### src/rtl/seven_seg_scan_ctrl.sv
// Four-digit multiplexed display controller: a serial double-dabble converter
// feeds display registers, which a free-running scan engine drives to the digits.
module seven_seg_scan_ctrl #(
  parameter int unsigned CLK_DIV  = 50000,
  parameter bit          LZ_BLANK = 1'b1
) (
  input  logic        clock,
  input  logic        reset_n,
  input  logic [13:0] value_in,
  input  logic        load,
  output logic        busy,
  output logic        overflow,
  output logic [3:0]  digit_bcd,
  output logic [3:0]  digit_sel
);

  localparam int unsigned VW = 14;
  localparam int unsigned BW = 16;
  localparam int unsigned PW = (CLK_DIV > 2) ? $clog2(CLK_DIV) : 1;
  localparam logic [PW-1:0] PRE_MAX = PW'(CLK_DIV - 1);
  localparam logic [VW-1:0] VAL_MAX = VW'(9999);

  typedef enum logic {IDLE, CONVERT} state_t;

  state_t        state;
  logic [VW-1:0] opnd;
  logic [BW-1:0] bcd;
  logic [BW-1:0] bcd_adj;
  logic [BW-1:0] bcd_step;
  logic [3:0]    bit_cnt;
  logic          ovf_pend;
  logic [BW-1:0] disp;
  logic [PW-1:0] pre;
  logic [1:0]    idx;
  logic [3:0]    blank;

  // One double-dabble step: add 3 to every nibble >= 5, then shift in the next operand bit.
  always_comb begin
    bcd_adj = bcd;
    for (int k = 0; k < 4; k++) begin
      if (bcd[4*k +: 4] >= 4'd5) bcd_adj[4*k +: 4] = bcd[4*k +: 4] + 4'd3;
    end
    bcd_step = {bcd_adj[BW-2:0], opnd[VW-1]};
  end

  // Capture/convert controller; display registers are only written on the final step.
  always_ff @(posedge clock or negedge reset_n) begin
    if (!reset_n) begin
      state    <= IDLE;
      busy     <= 1'b0;
      overflow <= 1'b0;
      opnd     <= '0;
      bcd      <= '0;
      bit_cnt  <= '0;
      ovf_pend <= 1'b0;
      disp     <= '0;
    end else begin
      case (state)
        IDLE: begin
          if (load) begin
            opnd     <= (value_in > VAL_MAX) ? VAL_MAX : value_in;
            ovf_pend <= (value_in > VAL_MAX);
            bcd      <= '0;
            bit_cnt  <= '0;
            busy     <= 1'b1;
            state    <= CONVERT;
          end
        end
        CONVERT: begin
          bcd     <= bcd_step;
          opnd    <= {opnd[VW-2:0], 1'b0};
          bit_cnt <= bit_cnt + 4'd1;
          if (bit_cnt == 4'd13) begin
            disp     <= bcd_step;
            overflow <= ovf_pend;
            busy     <= 1'b0;
            state    <= IDLE;
          end
        end
        default: state <= IDLE;
      endcase
    end
  end

  // A digit is blank when it and every digit above it are zero; digit 0 always shows.
  always_comb begin
    blank    = 4'b0000;
    blank[3] = LZ_BLANK && (disp[15:12] == 4'd0);
    blank[2] = LZ_BLANK && (disp[15:8] == 8'd0);
    blank[1] = LZ_BLANK && (disp[15:4] == 12'd0);
  end

  // Free-running scan; outputs follow the index one cycle later.
  always_ff @(posedge clock or negedge reset_n) begin
    if (!reset_n) begin
      pre       <= '0;
      idx       <= '0;
      digit_sel <= 4'b1110;
      digit_bcd <= 4'd0;
    end else begin
      if (pre == PRE_MAX) begin
        pre <= '0;
        idx <= idx + 2'd1;
      end else begin
        pre <= pre + PW'(1);
      end
      digit_sel <= blank[idx] ? 4'b1111 : 4'(~(4'b0001 << idx));
      digit_bcd <= blank[idx] ? 4'd0 : disp[{idx, 2'b00} +: 4];
    end
  end

endmodule

### config.mk
export PLATFORM = sky130hd
export DESIGN_NAME = seven_seg_scan_ctrl
export DESIGN_NICKNAME = d
export VERILOG_FILES = /design/src/rtl/seven_seg_scan_ctrl.sv
export SDC_FILE = /design/constraint.sdc
export NUM_CORES = 1
export LEC_CHECK = 0
export BUFFER_PORTS_ARGS = -buffer_cell sky130_fd_sc_hd__buf_2
export CAP_MARGIN = 20
export CORE_MARGIN = 4
export CORE_UTILIZATION = 62
export CTS_BUF_LIST = sky130_fd_sc_hd__clkbuf_2 sky130_fd_sc_hd__clkbuf_4 sky130_fd_sc_hd__clkbuf_8
export DETAILED_ROUTE_END_ITERATION = 12
export HOLD_SLACK_MARGIN = 0.1
export PLACE_DENSITY = 0.82
export SLEW_MARGIN = 15
export SYNTH_ARGS = -nofsm -noshare
export SYNTH_HDL_FRONTEND = slang
export SYNTH_SLANG_ARGS = --single-unit
### constraint.sdc
create_clock -name clock -period 2.15 [get_ports clock]
set_clock_uncertainty 0.1 [all_clocks]
set_input_delay 0.215 -clock clock [delete_from_list [all_inputs] [get_ports clock]]
set_output_delay 0.215 -clock clock [all_outputs]
set_load 0.1 [all_outputs]
==> impl_metrics.csv, run 1 <==
group,metric,value,unit
clocking,cts_sinks,80,
synthesis,ys_seq_area_share,51.3,%
critical_path,reg2reg_setup_slack,400,ps
global_route,antenna_found_initial,0,
clocking,cts_buffers,9,
detailed_routing,wl_per_cell,14.3,um
global_route,grt_overflow,0,
synthesis,synth.most_common_cell,"dfrtp_1",
floorplanning,core_area,0.00603,sq mm
critical_path,arrival,1930,ps
global_route,grt_pass1_vias,2691,
place,gp_congestion,0.868,
synthesis,synth_common_cells,"dfrtp_1, nand2_1, mux2i_1",
place,hpwl,4600,um
run_status,outcome,"finished, final reports clean",
floorplanning,start_util,64.9,%
synthesis,synthTopCellsByArea,"dfrtp_1, mux2i_1, ha_1, nand2b_1, xnor2_1",
clocking,htree_levels,3,
clocking,clockRootBuffer,"clkbuf_8",
synthesis,synth_cell_types,38,
floorplanning,rows,28,
synthesis,synth_edf_count,0,
critical_path,reg2regPathDepth,6,
critical_path,endpoint,"disp[10]",
critical_path,worst-path-stages,6,
clocking,postCtsSetupBuffers,0,
global_route,grt_pass1_wl,12400,um
synthesis,yosysWarnings,0,
floorplanning,die_area,0.00764,sq mm
critical_path,path_class,"flip-flop to flip-flop",
power,leakage,2.15,nW
critical_path,r2r-end,"disp[10]",
detailed_routing,first_iter_violations,110,
critical_path,crit_family,"multiplexers",
critical_path,crit_buf_inv,1,
synthesis,syn_area,0.00391,sq mm
floorplanning,fp.dieW,87.4,um
detailed_routing,routed_wl,6770,um
synthesis,synthArstFlopShare,100,%
synthesis,synth_flop_cell,"dfrtp_1",
synthesis,synth-seq-cells,80,
timing,worst_pin_slew,487,ps
timing,tns,0,ps
timing,rsz0062_at_grt,"no",
timing,finalHoldViolations,0,
synthesis,synthesis.nets,392,
critical_path,cp_slowest_stage_delay,420,ps
detailed_routing,drc,0,
critical_path,worstPathRequired,2340,ps
min_path,hp-class,"primary input to flip-flop",
clocking,clk_path_buf_depth,2,
floorplanning,ios,27,
timing,period_share,81.2,%
detailed_routing,drt_pass1_iterations,4,
detailed_routing,via_per_inst,5.58,
critical_path,r2r_start,"bcd[8]",
clocking,clk_pin_slew,80,ps
clocking,cts_resized,0,
layout,fill_cells,424,
power,ir_drop,907,uV
critical_path,startpoint_type,"flip-flop",
layout,stdcell_area,0.00445,sq mm
synthesis,synth_top_area_cell,"dfrtp_1",
global_route,grt_max_degree,81,
synthesis,synth_top_area_share,49.3,%
timing,setup_viol_count_final,0,
timing,fmax,573,MHz
timing,max_slew_margin,67.8,%
layout,fin_nets,425,
layout,n_antenna_cell,0,
critical_path,path_max_fanout,4,
layout,post_route_cells_drive_above_1_share,17.6,%
synthesis,synth_area_per_cell,10.9,sq um
detailed_routing,dr_total_vias,2641,
place,placed_area,0.00415,sq mm
run,cap_viol_max_count,0,
power,power_density,1310,mW/mm^2
layout,syn_to_final_growth,13.7,%
timing,slew_viol_final,0,
place,io_buffers,26,
clocking,clk_latency,350,ps
detailed_routing,drtAntennaViolNets,0,
critical_path,critPathLaunch,"bcd[8]",
critical_path,cp_slowest_cell,"dfrtp_1",
global_route,grt_usage,20.7,%
critical_path,crit_chain,"inv_1 > ha_1 > nand2b_1 > a21oi_1 > mux2i_1 > mux2_2",
clocking,tritoncts,"done",
critical_path,crit_path_end_kind,"flip-flop",
timing,layout_min_cycle_time,1750,ps
synthesis,synthCells,360,
floorplanning,die_h,87.4,um
[stage by stage]
step | power [mW] | hold slack [ps] | util (%) | setup slack (ps) | std cells
after global placement | 4.46 | 171 | 68.8 | 503 | 451
after floorplan | 4.07 | -181 | - | 570 | 360
final | 5.83 | 106 | 73.8 | 405 | 473
after detailed placement | 4.59 | 170 | 68.8 | 420 | 451
after CTS | 5.89 | 102 | 73.8 | 410 | 473
after global routing | 6.30 | 126 | 73.8 | 278 | 473
[cell type report]
cell class	instances	area [sq um]	area share, %
clock buffers	12	165	3.72
flip-flops and latches	80	2010	45.1
repair buffers	38	263	5.91
clock inverters	4	75.1	1.69
multi-input cells	247	1780	40.0
well taps	75	93.8	2.11
inverters	17	63.8	1.44
[cell usage in the layout, fill, tap and decap left out, types with 3 or more instances in the layout]
master / instances
nor3b_1: 11
nor2_1: 15
a21oi_1: 18
xor2_1: 5
dfstp_2: 3
a21o_1: 4
clkbuf_8: 12
a311oi_1: 4
nor4_1: 4
nor3_1: 5
nor2b_1: 5
xnor2_1: 15
mux2i_1: 25
dlygate4sd3_1: 6
ha_1: 15
mux2_2: 11
buf_2: 25
buf_4: 5
nand3_1: 11
o21ai_0: 23
o31ai_1: 3
nand2_1: 32
nand2b_1: 21
mux4_2: 4
inv_1: 17
dfrtp_1: 76
[worst register-to-register path: stages, from the launching register on]
cell and delay (ps):
dfrtp_1 420, inv_1 110, ha_1 200, nand2b_1 80, a21oi_1 270, mux2i_1 320
mux2_2 200
[timing repair]
item	in CTS	in global routing
hold buffers	6	0
endpoints found under the hold margin	82	0
endpoints found under the setup margin	0	0
[cell families (layout without fill, tap and decap cells)]
group	after synthesis	after routing	share of synthesized area, %
xor gates and xnor gates	20	20	4.48
AOI/OAI and AO/OA	57	57	8.55
DFF	80	80	51.3
adders and majority gates	15	15	4.80
and+or+nand+nor	115	115	15.8
buffers and inverters	33	71	3.20
muxes	40	40	11.9
[worst min path at each step]
| stage | cells after the start | startpoint | end | slack (ps) |
|---|---|---|---|---|
| final | 3 | value_in[4] | opnd[4] | 110 |
| after global routing | 3 | value_in[4] | opnd[4] | 130 |
| after CTS | 3 | value_in[4] | opnd[4] | 100 |
| after detailed placement | 2 | reset_n | bcd[4] | 170 |
| after global placement | 2 | reset_n | bcd[4] | 170 |
| after floorplan | 0 | reset_n | bcd[0] | -180 |
[power breakdown]
group | switching, mW | internal, mW | total [mW]
logic | 1.29 | 0.892 | 2.18
registers | 0.368 | 2.01 | 2.37
clock network | 0.533 | 0.749 | 1.28
[state kept, by name, indices dropped and copies added, names as in the netlist]
register   count
ovf_pend       1
state          1
overflow       1
digit_bcd      4
busy           1
bit_cnt        4
opnd          14
bcd           16
idx            2
disp          16
pre           16
digit_sel      4
[metal layers]
metal | global-route usage, % | wire, um
met1 | 28.5 | 3290
met2 | 32.9 | 3170
met3 | 4.73 | 224
met4 | 6.56 | 79
met5 | 0 | 0
Note: power is estimated with default switching activity, not from simulation.
==> run 2: changes to the inputs <==
--- a/config.mk
+++ b/config.mk
@@ -8,11 +8,11 @@
 export BUFFER_PORTS_ARGS = -buffer_cell sky130_fd_sc_hd__buf_2
 export CAP_MARGIN = 20
 export CORE_MARGIN = 4
-export CORE_UTILIZATION = 62
+export CORE_UTILIZATION = 56
 export CTS_BUF_LIST = sky130_fd_sc_hd__clkbuf_2 sky130_fd_sc_hd__clkbuf_4 sky130_fd_sc_hd__clkbuf_8
 export DETAILED_ROUTE_END_ITERATION = 12
 export HOLD_SLACK_MARGIN = 0.1
-export PLACE_DENSITY = 0.82
+export PLACE_DENSITY = 0.78
 export SLEW_MARGIN = 15
 export SYNTH_ARGS = -nofsm -noshare
 export SYNTH_HDL_FRONTEND = slang
==> constraint.sdc (replaced) <==
create_clock -name clock -period 1.6 [get_ports clock]
set_clock_uncertainty 0.1 [all_clocks]
set_input_delay 0.16 -clock clock [delete_from_list [all_inputs] [get_ports clock]]
set_output_delay 0.16 -clock clock [all_outputs]
set_load 0.1 [all_outputs]
==> run 2 against run 1 <==
Net effect:
- sequential share of layout area fell by 4.2 points
- worst hold slack improved by 59 ps
- clock power rose by 19%
- first-iteration DRC count rose by 29%
==> impl_metrics.csv, run 2 (same netlist as run 1, synthesis figures left out) <==
group,metric,value,unit
run_status,outcome,"finished, final reports clean",
critical_path,reg2regPathDepth,5,
floorplanning,fp.dieW,91.5,um
timing,max_slew_margin,66.9,%
min_path,min_to,"bit_cnt[1]",
timing,fmax,634,MHz
place,placed_area,0.00431,sq mm
layout,multi_input_area,0.00198,sq mm
layout,mostFrequentLayoutCell,"dfrtp_1",
timing,period_share,98.5,%
critical_path,worstPathRequired,1790,ps
floorplanning,core_area,0.00679,sq mm
critical_path,path_max_fanout,3,
clocking,tritoncts,"done",
global_route,grtUsageMet3,5.22,%
detailed_routing,first_iter_violations,142,
clocking,clockRootBuffer,"clkbuf_8",
critical_path,path_class,"flip-flop to flip-flop",
place,io_buffers,26,
global_route,antenna_found_initial,0,
detailed_routing,drtAntennaViolNets,0,
layout,post_route_cells_drive_above_1_share,31.2,%
floorplanning,start_util,57.5,%
layout,layoutNonFillerInstCount,526,
global_route,grt_usage,19.3,%
floorplanning,ios,27,
detailed_routing,wl_per_cell,14.6,um
timing,layout_min_cycle_time,1580,ps
place,gp_congestion,0.834,
timing,worst_pin_slew,499,ps
detailed_routing,dr_total_vias,2823,
min_path,hp-class,"primary input to flip-flop",
layout,final_cell_mix,"dfrtp_1, nand2_1, buf_4, buf_2",
place,hpwl,5110,um
layout,final_util,72.2,%
floorplanning,die_h,91.5,um
detailed_routing,routed_wl,7710,um
critical_path,crit_path_end_kind,"flip-flop",
timing,finalHoldViolations,0,
critical_path,r2r_start,"pre[1]",
power,power_density,1710,mW/mm^2
power,leakage,2.34,nW
run,cap_viol_max_count,0,
detailed_routing,drt_pass1_iterations,4,
detailed_routing,drc,0,
layout,seq_area,0.00201,sq mm
place,place_inst,490,
critical_path,r2r-end,"pre[15]",
clocking,clk_latency,350,ps
timing,slew_viol_final,0,
timing,hold_ws,165,ps
global_route,met2_usage,32.1,%
timing,rsz0062_at_grt,"yes",
critical_path,arrival,1770,ps
layout,fin_nets,457,
layout,fill_cells,449,
global_route,grt_overflow,0,
clocking,clk_pin_slew,90,ps
clocking,cts_buffers,9,
timing,setup_viol_count_final,0,
critical_path,reg2reg_setup_slack,20,ps
clocking,clk_path_buf_depth,2,
global_route,grt_pass1_wl,13000,um
min_path,min_from,"load",
min_path,hold-path-cell-count,2,
power,ir_drop,1230,uV
critical_path,startpoint_type,"flip-flop",
global_route,grt_max_degree,35,
floorplanning,rows,30,
clocking,cts_sinks,80,
floorplanning,die_area,0.00838,sq mm
layout,syn_to_final_growth,25.5,%
timing,tns,0,ps
layout,stdcell_area,0.00491,sq mm
detailed_routing,via_per_inst,5.37,
clocking,htree_levels,3,
layout,n_antenna_cell,0,
global_route,grt-busiest-layer,"met2",
global_route,met1_usage,25.2,%
layout,top_regs,"bcd x16, disp x16, pre x16",
global_route,grt_pass1_vias,2864,
-- run 2: cell count changes in the layout (fill, tap and decap cells not counted), sizes merged --
cell         before  now
clkbuf           12   10
buf              32   57
clkinv            0    2
bufinv            2    1
dlygate4sd3       6   13
inv              17   18
-- run 2: through the flow --
stage	setup slack, ps	total power [mW]
after floorplan	19.6	5.47
after global placement	-11.8	6.11
after detailed placement	-71.0	6.27
after CTS	-4.26	7.88
after global routing	-28.1	8.96
final	23.3	8.38
-- run 2: worst max-delay path: stages (launching register included) --
cell	delay, ps
dfrtp_1	380
buf_6	110
and4_4	250
nand2_4	50
or4_4	510
a21oi_2	130
-- run 2: area by class of cell --
cell class	count	area share (%)
clock inverter	6	1.38
inverter	17	1.30
tap	96	2.45
sequential	80	40.9
timing repair buffer	70	10.8
clock buffer	10	2.81
multi-input combinational	247	40.4
-- run 2: worst max path at each step --
stage / from / to / slack [ps] / cells after the start
2_1_floorplan: bit_cnt[0] / disp[10] / 20 / 4
3_3_place_gp: bcd[1] / disp[2] / -10 / 6
3_5_place_dp: bcd[9] / disp[10] / -70 / 6
4_1_cts: bcd[5] / disp[6] / -4 / 6
5_1_grt: pre[1] / pre[15] / -30 / 5
6_report: pre[1] / pre[15] / 20 / 5
-- run 2: power by group --
part	switching, mW	internal (mW)	leakage (nW)
Sequential	0.569	2.70	1.01
Clock	0.749	0.768	0.0989
Combinational	1.95	1.64	1.23
-- run 2: routing by layer --
metal	share of wire, %	wire [um]
met1	44	3420
met2	49	3810
met3	4.5	348
met4	1.7	128
met5	0	0
-- run 2: repair_timing --
| action | CTS | global route |
|---|---|---|
| hold buffers | 13 | 0 |
| endpoints found under the setup margin | 9 | 25 |
| hold endpoints to repair | 92 | 0 |
| pin swaps | 3 | 10 |
| resized for setup | 7 | 45 |
| buffers inserted | 0 | 7 |
==> run 3: changes to the inputs <==
--- a/config.mk
+++ b/config.mk
@@ -13,6 +13,7 @@
 export DETAILED_ROUTE_END_ITERATION = 12
 export HOLD_SLACK_MARGIN = 0.1
 export PLACE_DENSITY = 0.78
+export RECOVER_POWER = 50
 export SLEW_MARGIN = 15
 export SYNTH_ARGS = -nofsm -noshare
 export SYNTH_HDL_FRONTEND = slang
==> run 3 against run 2 <==
Net effect:
- combinational power is essentially flat
- first-iteration DRC count decreased by 1.4%
- critical path depth unchanged
- cell area shrank 0.23%
- wire length shrank 0.17%
- sequential share of layout area up 0.094 points
==> impl_metrics.csv, run 3 (same netlist as run 1, synthesis figures left out) <==
group,metric,value,unit
run_status,outcome,"finished, final reports clean",
critical_path,crit_family,"simple AND/OR/NAND/NOR gates",
detailed_routing,drc,0,
detailed_routing,drtAntennaViolNets,0,
timing,finalHoldViolations,0,
detailed_routing,dr_total_vias,2808,
critical_path,r2r_start,"pre[1]",
detailed_routing,wl_per_cell,14.6,um
detailed_routing,routed_wl,7690,um
critical_path,crit_path_end_kind,"flip-flop",
timing,period_share,98.6,%
critical_path,cp_slowest_cell,"or4_4",
global_route,met2_usage,32.1,%
min_path,hold-path-cell-count,2,
global_route,met1_usage,25.2,%
timing,hold_ws,175,ps
timing,fmax,634,MHz
min_path,min_from,"load",
critical_path,path_class,"flip-flop to flip-flop",
timing,tns,0,ps
global_route,grtUsageMet3,5.22,%
clocking,cts_buffers,9,
critical_path,startpoint_type,"flip-flop",
critical_path,r2r-end,"pre[15]",
floorplanning,die_area,0.00838,sq mm
floorplanning,ios,27,
layout,syn_to_final_growth,25.2,%
layout,top_regs,"bcd x16, disp x16, pre x16",
global_route,grt-busiest-layer,"met2",
layout,fin_nets,457,
clocking,tritoncts,"done",
critical_path,path_max_fanout,3,
clocking,clk_pin_slew,90,ps
power,ir_drop,1230,uV
place,gp_congestion,0.834,
global_route,grt_max_degree,35,
floorplanning,fp.dieW,91.5,um
run,cap_viol_max_count,0,
floorplanning,rows,30,
floorplanning,core_area,0.00679,sq mm
power,power_density,1710,mW/mm^2
power,leakage,2.33,nW
critical_path,reg2reg_setup_slack,20,ps
timing,setup_viol_count_final,0,
timing,slew_viol_final,0,
layout,post_route_cells_drive_above_1_share,30.9,%
clocking,clk_latency,350,ps
timing,layout_min_cycle_time,1580,ps
clocking,htree_levels,3,
min_path,hp-class,"primary input to flip-flop",
timing,worst_pin_slew,802,ps
critical_path,cp_slowest_stage_delay,510,ps
global_route,grt_overflow,0,
clocking,cts_sinks,80,
detailed_routing,drt_pass1_iterations,4,
global_route,grt_pass1_vias,2864,
global_route,antenna_found_initial,0,
timing,rsz0062_at_grt,"yes",
layout,n_antenna_cell,0,
place,hpwl,5110,um
layout,mostFrequentLayoutCell,"dfrtp_1",
critical_path,reg2regPathDepth,5,
critical_path,crit_buf_inv,1,
global_route,grt_usage,19.3,%
critical_path,crit_chain,"buf_6 > and4_4 > nand2_4 > or4_4 > a21oi_2",
min_path,min_to,"state",
clocking,clockRootBuffer,"clkbuf_8",
clocking,clk_path_buf_depth,2,
layout,final_cell_mix,"dfrtp_1, nand2_1, buf_2, buf_4",
critical_path,arrival,1760,ps
detailed_routing,via_per_inst,5.34,
place,io_buffers,26,
global_route,grt_pass1_wl,13000,um
floorplanning,start_util,57.5,%
detailed_routing,first_iter_violations,140,
critical_path,worstPathRequired,1790,ps
timing,max_slew_margin,46.5,%
floorplanning,die_h,91.5,um
## run 3: worst max-delay path by stage
stage | startpoint | endpoint | slack (ps) | cells past startpoint
floorplan | bit_cnt[0] | disp[10] | 20 | 4
global placement | bcd[1] | disp[2] | -10 | 6
detailed placement | bcd[9] | disp[10] | -70 | 6
CTS | bcd[5] | disp[6] | -4 | 6
global route | pre[1] | pre[15] | -30 | 5
finish | pre[1] | pre[15] | 20 | 5
## run 3: metal layers
layer,up-vias,part of all wire [%]
met5,-,0
met4,0,1.6
met3,13,3.6
met2,56,50
met1,1365,45
li1,1374,-
## run 3: area by class of cell
| class | count | area (sq um) |
|---|---|---|
| Clock buffer | 10 | 138 |
| Clock inverter | 6 | 67.6 |
| Fill cell | 453 | 1900 |
| Inverter | 17 | 63.8 |
| Multi-Input combinational cell | 247 | 1980 |
| Sequential cell | 80 | 2010 |
| Tap cell | 96 | 120 |
| Timing Repair Buffer | 70 | 517 |
## run 3: power by group
| part | switching, mW | internal [mW] | total (mW) |
|---|---|---|---|
| clock | 0.744 | 0.768 | 1.51 |
| combinational | 1.96 | 1.63 | 3.59 |
| sequential | 0.567 | 2.70 | 3.26 |
## run 3: timing repair
| action | 4_1_cts | 5_1_grt |
|---|---|---|
| setup buffers | 0 | 7 |
| gates resized for setup | 7 | 45 |
| hold endpoints to repair | 92 | 0 |
| pin swaps | 3 | 10 |
| setup endpoints to repair | 9 | 25 |
| hold buffers | 13 | 0 |
## run 3: stage by stage
stage / area [sq um] / power (mW) / worst slack (ps) / utilization (%) / instances
2_1_floorplan: 3910 / 5.47 / 19.6 / - / 360
3_3_place_gp: 4310 / 6.11 / -11.8 / 63.4 / 490
3_5_place_dp: 4310 / 6.27 / -71.0 / 63.4 / 490
4_1_cts: 4670 / 7.88 / -4.26 / 68.8 / 519
5_1_grt: 4890 / 8.95 / -28.1 / 72.0 / 526
6_report: 4890 / 8.36 / 22.3 / 72.0 / 526
## run 3: worst register-to-register path, cell delays in order (launching register included)
cell and delay, ps:
dfrtp_1 380, buf_6 110, and4_4 250, nand2_4 50, or4_4 510, a21oi_2 130
